===== src/rtl/dsp_mac_sequencer_pkg.sv =====
// Shared types and constants for the DSP48A1 multiply-accumulate sequencer:
// FSM state encoding, slot tag codes and the OPMODE words each tag selects.
package dsp_mac_sequencer_pkg;

  typedef enum logic [1:0] {
    ST_IDLE   = 2'd0,
    ST_RUN    = 2'd1,
    ST_DRAIN  = 2'd2,
    ST_RESULT = 2'd3
  } state_t;

  typedef enum logic [1:0] {
    TAG_NONE   = 2'd0,
    TAG_FIRST  = 2'd1,
    TAG_ACC    = 2'd2,
    TAG_BUBBLE = 2'd3
  } tag_t;

  // Pre-adder off, post-adder add, carry-in 0. Z in [3:2], X in [1:0].
  localparam logic [7:0] OPM_IDLE  = 8'b0000_0000;
  localparam logic [7:0] OPM_FIRST = 8'b0000_0001;
  localparam logic [7:0] OPM_ACC   = 8'b0000_1001;
  localparam logic [7:0] OPM_HOLD  = 8'b0000_1000;

  function automatic logic [7:0] tag_to_opmode(input tag_t tag);
    case (tag)
      TAG_FIRST:  return OPM_FIRST;
      TAG_ACC:    return OPM_ACC;
      TAG_BUBBLE: return OPM_HOLD;
      default:    return OPM_IDLE;
    endcase
  endfunction

endpackage


===== src/rtl/dsp_mac_sequencer_slot_pipe.sv =====
// Delays each per-cycle slot tag so its OPMODE reaches the slice in step with
// the matching product leaving the M register.
module dsp_mac_sequencer_slot_pipe
  import dsp_mac_sequencer_pkg::*;
#(
  parameter int DEPTH = 2
) (
  input  logic       clk,
  input  logic       rst,
  input  tag_t       tag_in,
  output logic [7:0] opmode
);

  tag_t stage [DEPTH];

  always_ff @(posedge clk) begin
    if (rst) begin
      for (int i = 0; i < DEPTH; i++) stage[i] <= TAG_NONE;
    end else begin
      stage[0] <= tag_in;
      for (int i = 1; i < DEPTH; i++) stage[i] <= stage[i-1];
    end
  end

  assign opmode = tag_to_opmode(stage[DEPTH-1]);

endmodule


===== src/rtl/dsp_mac_sequencer.sv =====
// Drives one DSP48A1 slice as a MAC engine: takes a job of N terms, streams N
// operand pairs with per-slot OPMODE, drains the pipeline and returns P.
module dsp_mac_sequencer
  import dsp_mac_sequencer_pkg::*;
#(
  parameter int LEN_W    = 16,
  parameter int MULT_LAT = 2,
  parameter int OP_LAT   = 1
) (
  input  logic             clk,
  input  logic             rst,
  input  logic             job_valid,
  output logic             job_ready,
  input  logic [LEN_W-1:0] job_len,
  input  logic             op_valid,
  output logic             op_ready,
  input  logic [17:0]      op_a,
  input  logic [17:0]      op_b,
  output logic [17:0]      dsp_a,
  output logic [17:0]      dsp_b,
  output logic [7:0]       dsp_opmode,
  output logic             dsp_ce,
  input  logic [47:0]      dsp_p,
  output logic             res_valid,
  input  logic             res_ready,
  output logic [47:0]      res_data,
  output state_t           dbg_state
);

  // Handshakes: a transfer happens on a rising clk edge where valid & ready
  // are both 1. Ready/valid outputs here are registered; the sender may hold
  // or change its payload freely while valid is low.

  localparam int PIPE_DEPTH = 1 + MULT_LAT - OP_LAT;
  localparam int DRAIN_CYC  = MULT_LAT + 2;
  localparam int DCNT_W     = $clog2(DRAIN_CYC + 1);
  localparam logic [DCNT_W-1:0] DRAIN_LAST = DCNT_W'(DRAIN_CYC);

  state_t            state;
  logic [LEN_W-1:0]  remaining;
  logic [DCNT_W-1:0] drain_cnt;
  logic              first_pending;
  logic              issue;
  tag_t              slot_tag;

  assign issue     = (state == ST_RUN) && op_valid && op_ready;
  assign dbg_state = state;

  always_comb begin
    slot_tag = TAG_NONE;
    if (state == ST_RUN) begin
      if (issue) slot_tag = first_pending ? TAG_FIRST : TAG_ACC;
      else       slot_tag = TAG_BUBBLE;
    end else if (state == ST_DRAIN) begin
      slot_tag = TAG_BUBBLE;
    end
  end

  always_ff @(posedge clk) begin
    if (rst) begin
      state         <= ST_IDLE;
      job_ready     <= 1'b1;
      op_ready      <= 1'b0;
      res_valid     <= 1'b0;
      res_data      <= '0;
      dsp_a         <= '0;
      dsp_b         <= '0;
      dsp_ce        <= 1'b0;
      remaining     <= '0;
      drain_cnt     <= '0;
      first_pending <= 1'b0;
    end else begin
      dsp_a <= issue ? op_a : '0;
      dsp_b <= issue ? op_b : '0;
      case (state)
        ST_IDLE: begin
          if (job_valid) begin
            job_ready     <= 1'b0;
            remaining     <= job_len;
            first_pending <= 1'b1;
            if (job_len == '0) begin
              // Empty job: answer immediately without touching the slice.
              state     <= ST_RESULT;
              res_valid <= 1'b1;
              res_data  <= '0;
            end else begin
              state    <= ST_RUN;
              op_ready <= 1'b1;
              dsp_ce   <= 1'b1;
            end
          end
        end
        ST_RUN: begin
          if (issue) begin
            remaining     <= remaining - LEN_W'(1);
            first_pending <= 1'b0;
            if (remaining == LEN_W'(1)) begin
              state     <= ST_DRAIN;
              op_ready  <= 1'b0;
              drain_cnt <= '0;
            end
          end
        end
        ST_DRAIN: begin
          if (drain_cnt == DRAIN_LAST) begin
            res_data  <= dsp_p;
            res_valid <= 1'b1;
            dsp_ce    <= 1'b0;
            state     <= ST_RESULT;
          end else begin
            drain_cnt <= drain_cnt + DCNT_W'(1);
          end
        end
        ST_RESULT: begin
          if (res_ready) begin
            res_valid <= 1'b0;
            job_ready <= 1'b1;
            state     <= ST_IDLE;
          end
        end
        default: state <= ST_IDLE;
      endcase
    end
  end

  dsp_mac_sequencer_slot_pipe #(
    .DEPTH (PIPE_DEPTH)
  ) u_slot_pipe (
    .clk    (clk),
    .rst    (rst),
    .tag_in (slot_tag),
    .opmode (dsp_opmode)
  );

endmodule

===== config.mk =====
export PLATFORM = sky130hd
export DESIGN_NAME = dsp_mac_sequencer
export DESIGN_NICKNAME = d
export VERILOG_FILES = /design/src/rtl/dsp_mac_sequencer_pkg.sv /design/src/rtl/dsp_mac_sequencer_slot_pipe.sv /design/src/rtl/dsp_mac_sequencer.sv
export SDC_FILE = /design/constraint.sdc
export NUM_CORES = 1
export LEC_CHECK = 0
export BUFFER_PORTS_ARGS = -buffer_cell sky130_fd_sc_hd__buf_2
export CAP_MARGIN = 20
export CORE_ASPECT_RATIO = 2
export CORE_MARGIN = 2
export CORE_UTILIZATION = 51
export CTS_CLUSTER_SIZE = 8
export DETAILED_ROUTE_END_ITERATION = 10
export PLACE_DENSITY = 0.9
export SYNTH_ARGS = -nofsm -noshare
export SYNTH_HDL_FRONTEND = slang
export SYNTH_HIERARCHICAL = 1
export SYNTH_SLANG_ARGS = --single-unit
export TNS_END_PERCENT = 100

===== constraint.sdc =====
create_clock -name clk -period 3.5 [get_ports clk]
set_clock_uncertainty 0.15 [all_clocks]
set_input_delay 0.35 -clock clk [delete_from_list [all_inputs] [get_ports clk]]
set_output_delay 0.35 -clock clk [all_outputs]
set_load 0.05 [all_outputs]

==> Word level (Yosys, flattened, before mapping) <==
Memory sizes are Yosys's and may differ from the RTL's.
Cells that the tools add are included.
W data, S select, Z words.
{ "word_totals": {"ram_bits": 4, "out_inout_bits": 98, "ff_bits": 110, "elab_cells": 97, "input_bits": 105, "memories": 1} }
{ "op_classes": {"bitwise": 3, "n_reduce_logical": 18, "n_eq_ne": 16, "n_addsub": 2, "muxes": 46} }
{ "memory_table": {"columns": ["name", "words", "word_bits", "read_ports", "rd_ports_with_merged_regs", "wr", "line_no", "rtl"], "rows": [
  ["u_slot_pipe.stage", 2, 2, 2, 0, 2, "dsp_mac_sequencer_slot_pipe.sv:14", "tag_t stage [DEPTH];"]
]} }
{ "op_table": {"columns": ["cell", "n"], "rows": [
  ["$mux W48", 3],
  ["$pmux W48 S2", 1],
  ["$mux W16", 2],
  ["$pmux W16 S2", 1],
  ["$mux W2", 12],
  ["$eq A16 B1 Y1 const B", 1],
  ["$logic_not A16 Y1", 1],
  ["$mux W1", 16],
  ["$sub A16 B1 Y16 const B", 1],
  ["$reduce_and A5 Y1", 3],
  ["$ne A2 B2 Y1 const B", 6],
  ["$pmux W4 S3", 1],
  ["$reduce_and A4 Y1", 3],
  ["$mux W3", 3],
  ["$eq A2 B2 Y1 const B", 4],
  ["$pmux W1 S2", 4],
  ["$pmux W2 S4", 1],
  ["$reduce_bool A2 Y1", 4],
  ["$pmux W3 S2", 1],
  ["$reduce_and A3 Y1", 2],
  ["$eq A2 B1 Y1 const B", 2],
  ["$ne A2 B1 Y1 const B", 2],
  ["$add A3 B1 Y3 const B", 1],
  ["$eq A3 B3 Y1 const B", 1],
  ["7 further kinds", 9]
]} }

==> Depth between registers and ports, before layout <==
Gate-level depths: netlist of the first run.
{ "depth": {"ltp_word": 6, "depth_mapped": 9, "ltp_nobuf": 6} }

==> By module <==
The synthesis of the first run kept the hierarchy.
{ "by_module_without_submodules": {"columns": ["module", "n_inst", "area_each_um2", "seq_area_each_um2", "cells_each"], "rows": [
  ["dsp_mac_sequencer", 1, 4596.9, 2202.1, 529],
  ["dsp_mac_sequencer_slot_pipe", 1, 192.7, 80.1, 20]
]} }

==> Worst setup path before layout of the first run <==
OpenSTA, ideal clock, no wires.
{ "synth_path": {"path_kind": "reg2reg", "from": "reg state[0], in the netlist dbg_state[0]", "to": "reg remaining[15]", "t_required_ns": 3.276, "path_buffers": 2, "path_slack_ns": 0.772, "period_less_slack_ns": 2.728, "arrival_time_ns": 2.504, "path_stages_with_launch": 9, "cell_sequence": "dfxtp_1 -> inv_1 -> ha_1 -> nor2b_1 -> clkbuf_1 -> or3_1 -> clkbuf_1 -> or4_1 -> a31oi_1"} }
{ "synth_between": {"elab_chain_len": 5, "word_cells_on_any_way": 9, "cone_classes": "eq/ne: 3; mux: 1; reduce/logical: 5"} }
{ "synth_rtl": {"columns": ["element", "line_no", "rtl"], "rows": [
  ["start: declaration", "dsp_mac_sequencer.sv:39", "state_t state;"],
  ["start signal: assignment", "dsp_mac_sequencer.sv:61", "state <= ST_IDLE;"],
  ["start signal: assignment", "dsp_mac_sequencer.sv:83", "state <= ST_RESULT;"],
  ["start signal: assignment", "dsp_mac_sequencer.sv:87", "state <= ST_RUN;"],
  ["$eq A2 B1 Y1", "dsp_mac_sequencer.sv:46, dsp_mac_sequencer.sv:75", null],
  ["$logic_and A1 B1 Y1 (2 in a row)", "dsp_mac_sequencer.sv:46", "assign issue = (state == ST_RUN) && op_valid && op_ready;"],
  ["$ne A2 B2 Y1 (no line)", null, null],
  ["$reduce_and A3 Y1 (no line)", null, null],
  ["end signal: assignment", "dsp_mac_sequencer.sv:79", "remaining <= job_len;"],
  ["end signal: assignment", "dsp_mac_sequencer.sv:95", "remaining <= remaining - LEN_W'(1);"],
  ["end: declaration", "dsp_mac_sequencer.sv:40", "logic [LEN_W-1:0] remaining;"]
]} }
Several ways; a longest one is shown, not always the timed one.
A chain may end at the register's enable or synchronous reset.

==> Final worst setup path of the first run <==
{ "layout_path": {"from": "reg state[0], in the netlist dbg_state[0]", "to": "reg res_data[14]"} }
{ "layout_between": {"elab_chain_len": 3, "word_cells_on_any_way": 8, "cone_classes": "eq/ne: 4; mux: 1; reduce/logical: 3"} }
{ "layout_rtl": {"columns": ["element", "line_no", "rtl"], "rows": [
  ["$eq A2 B2 Y1 / $logic_not A2 Y1 (equally long branches)", "dsp_mac_sequencer.sv:75", "case (state)"],
  ["$ne A2 B1 Y1 (no line), or another cell as far along", null, null],
  ["$reduce_and A4 Y1 (no line)", null, null],
  ["end signal: assignment", "dsp_mac_sequencer.sv:106", "res_data <= dsp_p;"],
  ["end: declaration", "dsp_mac_sequencer.sv:26", "output logic [47:0] res_data,"]
]} }
Several ways; a longest one is shown, not always the timed one.

==> results.yml, run 1 <==
worst_setup_path:
  crit_buf_inv: 3
  crit_path_top_delay_cell: "nor2b_1"
  r2r_slack_ps: 730
  crit_type: "flop to flop"
  slowest_delay_ps: 510
  crit_required_ps: 3670
  cp_max_fo: 25
  crit_path_end_kind: "flop"
  cp_common_cell: "buf_4"
  cp_cell_sequence: "inv_1 > ha_1 > nor2b_1 > or3_1 > buf_4 > buf_4 > o21ai_0 > a21oi_1"
  critical-path-top-delay-family: "simple AND/OR/NAND/NOR gates"
  crit_arrival_ps: 2940
  start_kind: "flop"
logic_synthesis:
  synth-edff-count: 0
  synth_area_per_cell_sq_um: 8.72
  postSynth.asyncResetShare_pct: 0
  yosysWarnings: 6
  syn_inst: 549
  synth_seq_area_share_pct: 47.6
  synth_flop_cell: "dfxtp_1"
  synth_cell_types: 53
  synth_seq_cells: 114
  netlist_area_sq_mm: 0.00479
floorplanning:
  core_region_area_sq_mm: 0.00926
  die_area_sq_mm: 0.0102
  ios: 203
  die_w_microns: 72.5
  die_y_microns: 141
  initial_core_util_pct: 51.7
  rows: 50
finish:
  n_antenna_cell: 0
  drive_gt1_share_pct: 33.0
  fill_cells: 662
  post-route-util_pct: 72.3
  synthToLayoutAreaGrowth_pct: 39.7
  fin_nets: 870
clock_network:
  clk_latency_ps: 410
  cts_buffers: 17
  cts_buffer_depth: 2
  cts_root_buffer: "clkbuf_16"
  cts_setup_buffers: 0
  cts_resized: 0
  cts.sinks: 114
  cts_tree: "built"
  htreeDepth: 4
  cts_hold_buf: 22
  clkTransAtPathRegs_ps: 60
power_and_ir_drop:
  p_leak_nw: 3.02
  power_mw: 5.60
  ir_worst_vdd_uv: 595
  powerDensity_mw_per_mm2: 837
sta:
  fin_crit_sh_pct: 79.2
  holdWs_ps: 9.37
  relSlewSlack_pct: 38.5
  setup_viol_count_final: 0
  fin_crit_ps: 2770
  finalHoldViolCount: 0
  drv_slew: 0
  grt_setup_unrepaired: "no"
  tightest_slew_ps: 914
  timing.fmax_mhz: 361
  fin_setup_tns_ps: 0
route:
  drcViolationCount: 0
  vias: 5423
  wl_per_cell_microns: 19.9
  first_iter_violations: 489
  drt_pass1_iterations: 8
  routed_wl_microns: 17300
  vias_per_cell: 6.23
  drtAntennaViolNets: 0
min_path:
  min_path_type: "primary input to flop"
placed_design:
  port_buffers: 196
  routabilityCongestion: 0.877
  dp_hpwl_microns: 11100
job:
  maxCapViolations: 0
global_route:
  grt_max_degree: 49
  grt_usage_pct: 33.8
  grt-ovfl-total: 0
  antenna_found_initial: 0
  grt_pass1_wl_microns: 26900
  first_global_vias: 5446
status:
  outcome: "finished, final reports clean"
-- cells in the final DEF (no fill, tap or decap), types with 4 or more instances in the layout --
cell type	n
nand2_1	19
dlygate4sd3_1	23
nor2_1	20
nand3_1	6
buf_4	17
dfxtp_1	114
inv_6	4
bufinv_16	4
o21ai_0	62
nor3_1	4
nor4_1	5
nand4_1	52
a21o_1	4
inv_1	15
a21oi_1	69
clkbuf_16	17
ha_1	10
a211oi_1	4
conb_1	6
or4_1	8
buf_2	196
and2_1	36
nor2b_1	10
-- cell usage after synthesis (all sizes together) (3+ instances only) --
cell    instances  area, sq um
o31ai           3         22.5
nor3            5         25.0
a31oi           3         18.8
nor4            5         31.3
mux2i           3         30.0
a211oi          4         30.0
nand2          19         71.3
nor2b          10         62.6
clkbuf         42          158
nand3           6         30.0
or4             9         71.3
o21ai          62          310
or3             3         18.8
nand4          52          325
dfxtp         114         2280
o32ai           3         26.3
ha             11          138
a21oi          69          345
inv            15         56.3
nor2           20         75.1
a21o            4         30.0
buf            13         76.3
and4            3         26.3
and2           36          225
-- kinds of logic (layout without fill, tap and decap cells) --
family | count (synthesis) | in the layout | synth area share [%]
simple gates | 176 | 176 | 21.3
compound gates | 172 | 172 | 20.9
flops | 114 | 114 | 47.6
buf+inv | 70 | 283 | 6.06
fa+ha+maj | 11 | 11 | 2.87
mux | 5 | 5 | 1.10
other cells | 1 | 6 | 0.0783
-- area by class of cell --
| type | instances | area [sq um] | share of cell area [%] |
|---|---|---|---|
| Multi-Input combinational cell | 370 | 2250 | 33.7 |
| Clock buffer | 18 | 429 | 6.41 |
| Tap cell | 104 | 130 | 1.94 |
| Timing Repair Buffer | 236 | 1340 | 20.0 |
| Clock inverter | 14 | 201 | 3.01 |
| Sequential cell | 114 | 2280 | 34.1 |
| Inverter | 15 | 56.3 | 0.841 |
-- worst register-to-register path, stage by stage, from the launching register on --
cell and delay [ps]:
dfxtp_1 350, inv_1 130, ha_1 490, nor2b_1 510, or3_1 190, buf_4 240
buf_4 300, o21ai_0 130, a21oi_1 180
-- where the power goes --
group,internal [mW],switching (mW),leakage [nW]
registers,1.47,0.149,0.924
clock network,1.20,0.664,0.302
logic,0.635,1.49,1.80
-- path summary, 6_finish.rpt --
kind / endpoint / cells past startpoint / start
setup / recovery: res_data[14] / 8 / dbg_state[0]
hold / removal: dsp_b[7] / 2 / op_b[7]
setup reg to reg: res_data[14] / 8 / dbg_state[0]
hold reg to reg: u_slot_pipe/stage[0][3] / 1 / u_slot_pipe/stage[0][1]
-- stage by stage --
| step | setup slack [ps] | cells | instance area (sq um) |
|---|---|---|---|
| 5_1_grt | 460 | 871 | 6690 |
| 2_1_floorplan | 772 | 554 | 4810 |
| 6_report | 727 | 871 | 6690 |
| 3_5_place_dp | 809 | 816 | 5830 |
| 3_3_place_gp | 967 | 816 | 5830 |
| 4_1_cts | 778 | 870 | 6680 |
-- metal layers --
layer / GRT usage, % / share of wire [%]
met1: 36.0 / 34
met2: 58.2 / 52
met3: 9.65 / 8.2
met4: 18.3 / 5.6
met5: 0 / 0
-- registers in the layout (all words and copies together) (netlist names) --
register and cells:
dbg_state 2, drain_cnt 3, dsp_a 18, dsp_b 18, dsp_ce 1, first_pending 1, job_ready 1, op_ready 1
remaining 16, res_data 48, res_valid 1, u_slot_pipe/stage 4
(Power assumes the default switching activity.)
==> run 2: changes to the inputs <==
--- a/config.mk
+++ b/config.mk
@@ -9,10 +9,10 @@
 export CAP_MARGIN = 20
 export CORE_ASPECT_RATIO = 2
 export CORE_MARGIN = 2
-export CORE_UTILIZATION = 51
+export CORE_UTILIZATION = 48
 export CTS_CLUSTER_SIZE = 8
 export DETAILED_ROUTE_END_ITERATION = 10
-export PLACE_DENSITY = 0.9
+export PLACE_DENSITY = 0.85
 export SYNTH_ARGS = -nofsm -noshare
 export SYNTH_HDL_FRONTEND = slang
 export SYNTH_HIERARCHICAL = 1
==> constraint.sdc (replaced) <==
create_clock -name clk -period 2.82 [get_ports clk]
set_clock_uncertainty 0.15 [all_clocks]
set_input_delay 0.282 -clock clk [delete_from_list [all_inputs] [get_ports clk]]
set_output_delay 0.282 -clock clk [all_outputs]
set_load 0.05 [all_outputs]
==> run 2 against run 1 <==
Compared with the run above:
- register-to-register slack lost 420 ps
- worst hold slack gained 1.6 ps
- combinational power grew 25%
- non-clock buffer count grew 20
- sequential cell count is the same
- sequential share of layout area shrank 1.0 points
- final area grew 3.0%
- count of clock-buffer cells in the layout shrank 1
- critical path depth shrank 1
- die area grew 6.0%
- critical endpoint is now drain_cnt[1]
- largest cell class unchanged
==> results.yml, run 2 (synthesis gave the netlist of run 1 again) <==
status:
  outcome: "finished, final reports clean"
power_and_ir_drop:
  p_comb_share_pct: 39.6
  ir_worst_vdd_uv: 641
  p_leak_nw: 3.08
  powerDensity_mw_per_mm2: 970
  intPower_mw: 3.87
  clkPwrFrac_pct: 30.6
  p_seq_share_pct: 29.8
  netSwitchingPower_mw: 2.82
  switching_share_pct: 42.2
global_route:
  grt-ovfl-total: 0
  grt_usage_pct: 31.4
  antenna_found_initial: 0
  first_global_vias: 5497
  grt_max_degree: 55
  grt_pass1_wl_microns: 26500
worst_setup_path:
  crit_required_ps: 2970
  rr_startpoint: "dbg_state[1]"
  crit_arrival_ps: 2660
  cp_cell_sequence: "inv_1 > ha_1 > buf_4 > nor2_1 > a311oi_1 > nand2_1 > o31ai_1"
  crit_end: "drain_cnt[1]"
  cp_max_fo: 26
  crit_type: "flop to flop"
  reg2reg_depth: 7
  crit_start: "dbg_state[1]"
  crit_path_top_delay_cell: "a311oi_1"
  start_kind: "flop"
  crit_path_end_kind: "flop"
  slowest_delay_ps: 690
  r2r_slack_ps: 310
  reg2reg_to: "drain_cnt[1]"
clock_network:
  clk_latency_ps: 400
  cts_tree: "built"
  htreeDepth: 4
  cts_root_buffer: "clkbuf_16"
  cts_setup_buffers: 0
  clkTransAtPathRegs_ps: 60
  cts_buffers: 17
  cts_buffer_depth: 2
  cts_resized: 0
  cts.sinks: 114
placed_design:
  port_buffers: 196
  routabilityCongestion: 0.894
  dp_hpwl_microns: 10500
sta:
  holdWs_ps: 11.0
  tightest_slew_ps: 794
  relSlewSlack_pct: 46.7
  grt_setup_unrepaired: "no"
  timing.fmax_mhz: 398
  fin_crit_sh_pct: 89.0
  drv_slew: 0
  fin_setup_tns_ps: 0
  setup_viol_count_final: 0
  fin_crit_ps: 2510
  finalHoldViolCount: 0
min_path:
  hold_depth: 3
  min_path_type: "primary input to flop"
floorplanning:
  die_area_sq_mm: 0.0108
  initial_core_util_pct: 49.4
  die_w_microns: 74.6
  die_y_microns: 145
  core_region_area_sq_mm: 0.00970
  ios: 203
  rows: 51
route:
  drt_pass1_iterations: 7
  first_iter_violations: 328
  drcViolationCount: 0
  vias_per_cell: 5.77
  vias: 5301
  routed_wl_microns: 16800
  drtAntennaViolNets: 0
  wl_per_cell_microns: 18.2
finish:
  largest_registers: "res_data x48, dsp_a x18, dsp_b x18"
  post-route-util_pct: 71.1
  largest_register_ffs: 48
  synthToLayoutAreaGrowth_pct: 44.0
  n_antenna_cell: 0
  final_common_cell: "buf_2"
  layout_common_cells: "buf_2 (196), dfxtp_1 (114), a21oi_1 (69), o21ai_0 (62), nand4_1 (52)"
  top_register: "res_data"
  drive_gt1_share_pct: 32.3
  fin_nets: 890
job:
  maxCapViolations: 0
run 2: cell types whose count changed in the layout (fill, tap and decap cells not counted):
cell / before / now
clkinvlp_4: 2 / 4
bufinv_16: 4 / 1
inv_8: 0 / 2
dlygate4sd3_1: 23 / 43
inv_6: 4 / 5
buf_4: 17 / 15
clkbuf_1: 1 / 0
clkinv_4: 3 / 2
buf_12: 0 / 2
run 2: final cells by class:
| cell class | count | area [sq um] |
|---|---|---|
| clock buffer | 17 | 425 |
| multi-input combinational | 370 | 2250 |
| tap | 132 | 165 |
| clock inverter | 15 | 149 |
| timing repair buffer | 256 | 1560 |
| fill | 702 | 2800 |
| sequential | 114 | 2280 |
| inverter | 15 | 56.3 |
run 2: critical path, delay by kind of cell, from the launching register on:
kind	cells	cell delay, ps
flops	1	350
buf+inv	2	460
fa+ha+maj	1	280
compound gates	2	950
simple gates	2	230
run 2: repair_timing:
item | 4_1_cts | 5_1_grt
hold endpoints to repair | 42 | 1
hold buffers | 42 | 1
endpoints found under the setup margin | 0 | 0
run 2: power by group through the flow:
stage / logic (mW) / clock network [mW] / registers, mW
floorplan: 1.48 / 0 / 2.28
global placement: 2.44 / 0 / 2.01
detailed placement: 2.53 / 0 / 2.02
CTS: 2.58 / 2.08 / 1.99
global route: 2.82 / 2.18 / 2.02
finish: 2.65 / 2.05 / 2.00
run 2: metrics by stage:
| step | total power [mW] | instance area, sq um | setup slack, ps | instances |
|---|---|---|---|---|
| after floorplan | 3.76 | 4810 | 91.5 | 554 |
| after global placement | 4.45 | 5890 | 464 | 844 |
| after detailed placement | 4.55 | 5890 | 338 | 844 |
| after CTS | 6.65 | 6890 | 332 | 918 |
| after global routing | 7.02 | 6900 | 74.4 | 919 |
| final | 6.69 | 6900 | 310 | 919 |
run 2: how the worst min path moves through the flow:
stage | startpoint | end | slack, ps
2_1_floorplan | rst | u_slot_pipe/stage[0][0] | 200
3_3_place_gp | u_slot_pipe/stage[0][0] | u_slot_pipe/stage[0][2] | 280
5_1_grt | dsp_p[30] | res_data[30] | 4
3_5_place_dp | u_slot_pipe/stage[0][0] | u_slot_pipe/stage[0][2] | 270
4_1_cts | dsp_p[29] | res_data[29] | 0.5
6_report | dsp_p[17] | res_data[17] | 10
run 2: per-layer routing:
layer	global-route usage (%)	wire, microns	part of all wire, %	vias up
li1	-	-	-	2440
met1	32.6	5830	35	2458
met2	54.4	8920	53	345
met3	9.44	1410	8.4	58
met4	16.1	601	3.6	0
met5	0	0	0	-
